<file path="config.mk">
export PLATFORM = sky130hd
export DESIGN_NAME = hilo_muldiv_unit
export DESIGN_NICKNAME = d
export VERILOG_FILES = /design/src/rtl/hilo_muldiv_unit.sv
export SDC_FILE = /design/constraint.sdc
export NUM_CORES = 2
export LEC_CHECK = 0
export ABC_AREA = 1
export ABC_CLOCK_PERIOD_IN_PS = 23500
export BUFFER_PORTS_ARGS = -buffer_cell sky130_fd_sc_hd__buf_2
export CORE_MARGIN = 3
export CORE_UTILIZATION = 45
export DETAILED_ROUTE_END_ITERATION = 6
export GPL_ROUTABILITY_DRIVEN = 0
export PLACE_DENSITY = 0.58
export SYNTH_ARGS = -nofsm -noshare
export SYNTH_HDL_FRONTEND = slang
export SYNTH_SLANG_ARGS = --single-unit
export TNS_END_PERCENT = 30
</file>
<file path="constraint.sdc">
create_clock -name clk -period 23.5 [get_ports clk]
set_input_delay 3.525 -clock clk [delete_from_list [all_inputs] [get_ports clk]]
set_output_delay 3.525 -clock clk [all_outputs]
set_load 0.05 [all_outputs]
</file>
<file path="src/rtl/hilo_muldiv_unit.sv">
// HI/LO multiply-divide unit: single-cycle mult/multu/mthi/mtlo, iterative
// restoring divider for div/divu, combinational low product for mul.
module hilo_muldiv_unit #(
    parameter int unsigned WIDTH = 32
) (
    input  logic             clk,
    input  logic             rst_n,
    input  logic             issue,
    input  logic [1:0]       multiply,
    input  logic [1:0]       divide,
    input  logic [1:0]       HI_sel,
    input  logic [1:0]       LO_sel,
    input  logic [WIDTH-1:0] src_a,
    input  logic [WIDTH-1:0] src_b,
    output logic [WIDTH-1:0] hi,
    output logic [WIDTH-1:0] lo,
    output logic [WIDTH-1:0] mul_lo,
    output logic             busy,
    output logic             div_by_zero
);

    localparam int unsigned PW    = 2 * WIDTH;
    localparam int unsigned CNT_W = $clog2(WIDTH) + 1;

    localparam logic [1:0] SEL_SRC = 2'b00;
    localparam logic [1:0] SEL_MUL = 2'b01;

    typedef enum logic [1:0] {
        ST_IDLE = 2'b00,
        ST_RUN  = 2'b01,
        ST_FIX  = 2'b10
    } state_e;

    state_e             state_q, state_d;
    logic [CNT_W-1:0]   count_q, count_d;
    logic [WIDTH-1:0]   hi_q, hi_d;
    logic [WIDTH-1:0]   lo_q, lo_d;
    logic               dbz_q, dbz_d;
    logic [WIDTH-1:0]   dvd_q, dvd_d;   // dividend shifts out, quotient shifts in
    logic [WIDTH-1:0]   dvs_q, dvs_d;
    logic [WIDTH-1:0]   rem_q, rem_d;
    logic               qneg_q, qneg_d;
    logic               rneg_q, rneg_d;

    logic [PW-1:0]      op_a_ext;
    logic [PW-1:0]      op_b_ext;
    logic [PW-1:0]      prod;
    logic               accept;
    logic               b_zero;
    logic               a_neg;
    logic               b_neg;
    logic [WIDTH:0]     rem_shift;
    logic               rem_ge;
    logic [WIDTH-1:0]   rem_sub;

    // Operand extension makes one 2W-bit multiplier serve signed and unsigned
    always_comb begin
        op_a_ext = multiply[0] ? {{WIDTH{src_a[WIDTH-1]}}, src_a} : {{WIDTH{1'b0}}, src_a};
        op_b_ext = multiply[0] ? {{WIDTH{src_b[WIDTH-1]}}, src_b} : {{WIDTH{1'b0}}, src_b};
        prod     = op_a_ext * op_b_ext;
    end

    // Low product bits are identical for signed and unsigned operands
    assign mul_lo = prod[WIDTH-1:0];

    // Accept qualification and restoring-divider step datapath
    always_comb begin
        accept    = issue && (state_q == ST_IDLE);
        b_zero    = (src_b == '0);
        a_neg     = divide[0] & src_a[WIDTH-1];
        b_neg     = divide[0] & src_b[WIDTH-1];
        rem_shift = {rem_q, dvd_q[WIDTH-1]};
        rem_ge    = (rem_shift >= {1'b0, dvs_q});
        // difference always fits in WIDTH bits when rem_ge is set
        rem_sub   = rem_shift[WIDTH-1:0] - dvs_q;
    end

    // Next-state and register-update logic
    always_comb begin
        state_d = state_q;
        count_d = count_q;
        hi_d    = hi_q;
        lo_d    = lo_q;
        dbz_d   = 1'b0;
        dvd_d   = dvd_q;
        dvs_d   = dvs_q;
        rem_d   = rem_q;
        qneg_d  = qneg_q;
        rneg_d  = rneg_q;

        case (state_q)
            ST_IDLE: begin
                if (accept) begin
                    if (divide[1]) begin
                        if (b_zero) begin
                            dbz_d = 1'b1;
                        end else begin
                            state_d = ST_RUN;
                            dvd_d   = a_neg ? -src_a : src_a;
                            dvs_d   = b_neg ? -src_b : src_b;
                            qneg_d  = a_neg ^ b_neg;
                            rneg_d  = a_neg;
                            rem_d   = '0;
                            count_d = '0;
                        end
                    end else if (multiply[1]) begin
                        if (HI_sel == SEL_MUL) hi_d = prod[PW-1:WIDTH];
                        if (LO_sel == SEL_MUL) lo_d = prod[WIDTH-1:0];
                    end else begin
                        if (HI_sel == SEL_SRC) hi_d = src_a;
                        if (LO_sel == SEL_SRC) lo_d = src_a;
                    end
                end
            end
            ST_RUN: begin
                rem_d   = rem_ge ? rem_sub : rem_shift[WIDTH-1:0];
                dvd_d   = {dvd_q[WIDTH-2:0], rem_ge};
                count_d = count_q + CNT_W'(1);
                if (count_q == CNT_W'(WIDTH - 1)) state_d = ST_FIX;
            end
            ST_FIX: begin
                lo_d    = qneg_q ? -dvd_q : dvd_q;
                hi_d    = rneg_q ? -rem_q : rem_q;
                state_d = ST_IDLE;
            end
            default: begin
                state_d = ST_IDLE;
            end
        endcase
    end

    // State and datapath registers
    always_ff @(posedge clk or negedge rst_n) begin
        if (!rst_n) begin
            state_q <= ST_IDLE;
            count_q <= '0;
            hi_q    <= '0;
            lo_q    <= '0;
            dbz_q   <= 1'b0;
            dvd_q   <= '0;
            dvs_q   <= '0;
            rem_q   <= '0;
            qneg_q  <= 1'b0;
            rneg_q  <= 1'b0;
        end else begin
            state_q <= state_d;
            count_q <= count_d;
            hi_q    <= hi_d;
            lo_q    <= lo_d;
            dbz_q   <= dbz_d;
            dvd_q   <= dvd_d;
            dvs_q   <= dvs_d;
            rem_q   <= rem_d;
            qneg_q  <= qneg_d;
            rneg_q  <= rneg_d;
        end
    end

    assign hi          = hi_q;
    assign lo          = lo_q;
    assign busy        = (state_q != ST_IDLE);
    assign div_by_zero = dbz_q;

endmodule

</file>
### Word-level counts from Yosys, hierarchy flattened

Cells that the tools add are included.

| cells by class | value |
|---|---|
| equality and inequality tests | 14 |
| multiply operators | 1 |
| reduce and logical (&&, ||, !) cells | 13 |
| add/sub/neg operators | 6 |
| bitwise logic cells | 4 |
| multiplexer cells | 40 |
| magnitude comparators | 1 |

Operator list:

| operator | number |
|---|---|
| 32-bit 2-to-1 mux | 21 |
| 32-bit case mux with 2 select lines | 4 |
| 64-bit 2-to-1 mux | 2 |
| 32-bit negator | 4 |
| 64-bit by 64-bit multiplier with 64-bit output | 1 |
| 33-bit by 32-bit greater-or-equal comparator with 1-bit output | 1 |
| 32-bit logical NOT | 1 |
| 32-bit subtractor | 1 |
| 6-bit 2-to-1 mux | 3 |
| 3-bit by 2-bit inequality test with 1-bit output, second input constant | 4 |
| 6-bit case mux with 2 select lines | 1 |
| 4-bit AND reduction | 3 |
| 2-bit inequality test, second input constant | 5 |
| 5-bit AND reduction | 2 |
| 2-bit 2-to-1 mux | 4 |
| 6-bit by 1-bit adder with 6-bit output, second input constant | 1 |
| 2-bit by 1-bit equality test with 1-bit output, second input constant | 3 |
| 6-bit by 5-bit equality test with 1-bit output, second input constant | 1 |
| 2-bit logical NOT | 3 |
| 2-bit nonzero test | 3 |
| 1-bit 2-to-1 mux | 4 |
| 2-bit case mux with 2 select lines | 1 |
| 1-bit bitwise AND | 2 |
| 2-bit equality test, second input constant | 1 |
| 3 further kinds | 3 |

| storage, ports and cells | value |
|---|---|
| logic and storage cells | 89 |
| input bits | 75 |
| register bits after elaboration | 171 |

### Longest topological paths before layout

| depth | value |
|---|---|
| word-level depth | 7 |
| mapped depth | 42 |

### Worst setup path after synthesis

No wires, ideal clock.

| timing path | value |
|---|---|
| kind | input to output |
| start | input src_a[28] |
| end | output mul_lo[31] |
| path buffers | 2 |
| arrival | 11.152 ns |
| setup slack | 8.823 ns |
| cell stages on the path | 30 |
| cell sequence | clkbuf_1 -> clkbuf_1 -> nand2_1 -> fa_1 -> inv_1 -> fa_1 -> inv_1 -> fa_1 -> fa_1 -> inv_1 -> fa_1 -> inv_1 -> fa_1 -> fa_1 -> fa_1 -> inv_1 -> fa_1 -> inv_1 -> fa_1 -> inv_1 -> ha_1 -> nand2_1 -> nor2_1 -> inv_1 -> nor2_1 -> inv_1 -> nor2_1 -> nor2_1 -> nand2_1 -> xor2_1 |

| between the ends | value |
|---|---|
| cells in the longest elaborated chain, start to end | 2 |

RTL lines:

| element | RTL line | RTL |
|---|---|---|
| from (decl) | 13 | `input logic [WIDTH-1:0] src_a,` |
| 64-bit 2-to-1 mux | 58 | `op_a_ext = multiply[0] ? {{WIDTH{src_a[WIDTH-1]}}, src_a} : {{WIDTH{1'b0}}, src_a};` |
| 64-bit by 64-bit multiplier with 64-bit output | 60 | `prod = op_a_ext * op_b_ext;` |
| to (decl) | 17 | `output logic [WIDTH-1:0] mul_lo,` |

No other way between the ends.

### Worst setup path after layout

| timing path | value |
|---|---|
| start | input src_a[14] |
| end | output mul_lo[28] |

The elaborated chain is that of the path after synthesis.

==> results.py <==
metrics = {
    "place": {
        "dpl.cell_count": 9846,
        "dp_hpwl_um": 178000,
        "numPortBuffers": 172,
    },
    "floorplanning": {
        "core_area_um2": 138000,
        "dieArea_um2": 144000,
        "core.rowCount": 136,
        "die_w_um": 380,
        "initial_core_util": 0.456,
        "ioPinCount": 173,
        "die_height_um": 380,
    },
    "synth": {
        "yosysTopAreaCellShare": 0.451,
        "synth-edff-count": 0,
        "syn_area_um2": 63000,
        "syn-num-nets": 9903,
        "synth_ff_type": "dfrtp_1",
        "seq_area_frac_synth": 0.0680,
        "yosysTopAreaCell": "fa_1",
        "async_reset_ff_frac": 1.00,
        "synth_warnings": 0,
        "ys_ff_latch": 171,
        "avgSynthCellArea_um2": 7.81,
        "synthDistinctLibCells": 63,
        "synth_cells": 8063,
        "synth.area.top_cells": "fa_1 (45%), inv_1 (15%), nand2_1 (10%)",
    },
    "setup_path": {
        "cpPeakStageDelay_ns": 0.64,
        "worstSetupPathType": "input port to output port",
        "slowest_stage": "xnor2_1",
        "critPathMostFrequentCell": "fa_1",
        "required_ns": 19.98,
        "cp_max_fo": 29,
        "critPathCaptureType": "output port",
        "cp.arrival_ns": 11.93,
        "critPathLaunchType": "input port",
    },
    "sta": {
        "slew_violations": 0,
        "clock_skew_ns": 0.0121,
        "final_hold_viol_count": 0,
        "finalCritPeriodShare": 0.658,
        "rsz0062_at_grt": "no",
        "tightestPinTransition_ns": 1.14,
        "finalSetupViolCount": 0,
        "whs_ns": 0.481,
        "fin_crit_ns": 15.45,
        "fin_tns_setup_ns": 0,
        "max_clock_freq_mhz": 64.7,
        "relSlewSlack": 0.238,
    },
    "layout": {
        "multi_input_area_um2": 47900,
        "final_nets": 9842,
        "ff_latch_area_um2": 4280,
        "final_common_cell": "inv_1",
        "fill_cells": 13900,
        "layout-drive-gt1-share": 0.0482,
        "utilization": 0.478,
        "fin_cells": 9885,
        "syn2layout_area_growth_pct": 4.90,
        "mostFrequentLayoutCells": "inv_1 (2486), nand2_1 (1736), fa_1 (1420), nor2_1 (391), ha_1 (345)",
    },
    "hold_path": {
        "hold_path_class": "register to register",
    },
    "clock_tree": {
        "clock_latency_ns": 0.46,
        "h-tree-depth": 4,
        "post_cts_buffers": 0,
        "numClockSinks": 171,
        "cts_buffer_depth": 2,
        "cts_buffers": 17,
        "ctsHoldBuffers": 0,
        "clk_root_buffer_cell": "clkbuf_16",
        "cts_tree": "done",
        "clk_pin_slew_ns": 0.07,
        "ctsResizeCount": 0,
    },
    "status": {
        "violations": "DRC",
        "status": "complete, but fails checks",
    },
    "drt": {
        "viasPerCell": 5.23,
        "routed_wirelength_um": 218000,
        "ant_nets": 0,
        "wire_per_inst_um": 22.1,
        "dr.first_iter.drc_count": 4705,
        "drt_first_pass_iters": 7,
        "route.detailed.drc": 3,
        "routed-via-count": 51700,
    },
    "grt": {
        "grt_pass1_vias": 55100,
        "grt_pass1_wl_um": 338000,
        "grt_antenna_before_repair": 10,
        "grt_usage": 0.309,
        "grt_overflow": 0,
        "grt_max_degree": 86,
    },
    "flow_run": {
        "maxCapViolCount": 0,
    },
}
## per-layer routing
metal / track usage / wire (um) / part of all wire / vias up
met3: 0.0569 / 18300 / 0.084 / 512
met4: 0.150 / 13000 / 0.060 / 4
met1: 0.395 / 84900 / 0.39 / 26000
met5: 0 / 27 / 0.00012 / -
met2: 0.509 / 102000 / 0.47 / 2301
li1: - / - / - / 22800
## synthesized netlist by cell type (35+ instances only)
cell      instances
buf_2            35
buf_1            87
nand3_1         180
dfrtp_1         171
inv_1          2487
xor2_1          124
a21oi_1         240
nand2_1        1738
nor3_1           42
fa_1           1420
o21ai_1          37
nor2_1          392
ha_1            345
o21ai_0         235
clkbuf_1        197
## cells by family after synthesis
group           Yosys count  share of synthesized area
compound gates          643                     0.0569
xor+xnor                158                     0.0220
fa+ha+maj              1765                      0.520
buf+inv                2835                      0.172
flops                   171                     0.0680
simple gates           2491                      0.161
## path summary, 6_finish.rpt
check                                        from  cells past startpoint               endpoint  slack [ns]
setup reg to reg           state_q[1]$_DFFE_PN0P_                     11     hi[12]$_DFFE_PN0P_       20.20
min in group asynchronous                   rst_n                      1  dvs_q[17]$_DFFE_PN0P_        2.93
setup / recovery                        src_a[14]                     28             mul_lo[28]        8.05
hold / removal                 lo[14]$_DFFE_PN0P_                      2     lo[14]$_DFFE_PN0P_        0.48
max in group asynchronous                   rst_n                      3  dvs_q[30]$_DFFE_PN0P_       18.32
hold reg to reg                lo[14]$_DFFE_PN0P_                      2     lo[14]$_DFFE_PN0P_        0.48
## through the flow
| stage | area [um2] | setup slack [ns] |
|---|---|---|
| final | 66100 | 8.05 |
| after global routing | 66000 | 7.70 |
| after global placement | 65400 | 8.11 |
| after floorplan | 63000 | 8.82 |
| after detailed placement | 65400 | 8.14 |
| after CTS | 66000 | 8.11 |
## critical path, delay by kind of cell
family,cells,cell delay [ns]
AO/OA/AOI/OAI,1,0.10
XOR/XNOR,1,0.64
adder cells (fa/ha/maj),11,5.11
buffers and inverters,8,1.48
AND/OR/NAND/NOR,7,1.03
## registers in the layout, indices dropped and copies added (netlist names)
register     cells
count_q          6
div_by_zero      1
dvd_q           32
dvs_q           32
hi              32
lo              32
qneg_q           1
rem_q           32
rneg_q           1
state_q          2
## cell type report
| class | count | area share |
|---|---|---|
| clock inverters | 15 | 0.00303 |
| well taps | 1863 | 0.0353 |
| repair buffers | 260 | 0.0231 |
| diodes | 7 | 0.000265 |
| flip-flops and latches | 171 | 0.0648 |
| clock buffers | 17 | 0.00644 |
| inverters | 2495 | 0.142 |
| multi-input cells | 5057 | 0.725 |
Power is left out: the tool's default activity adds up to more than one toggle a clock period on the data nets, which glitch-free logic cannot reach.
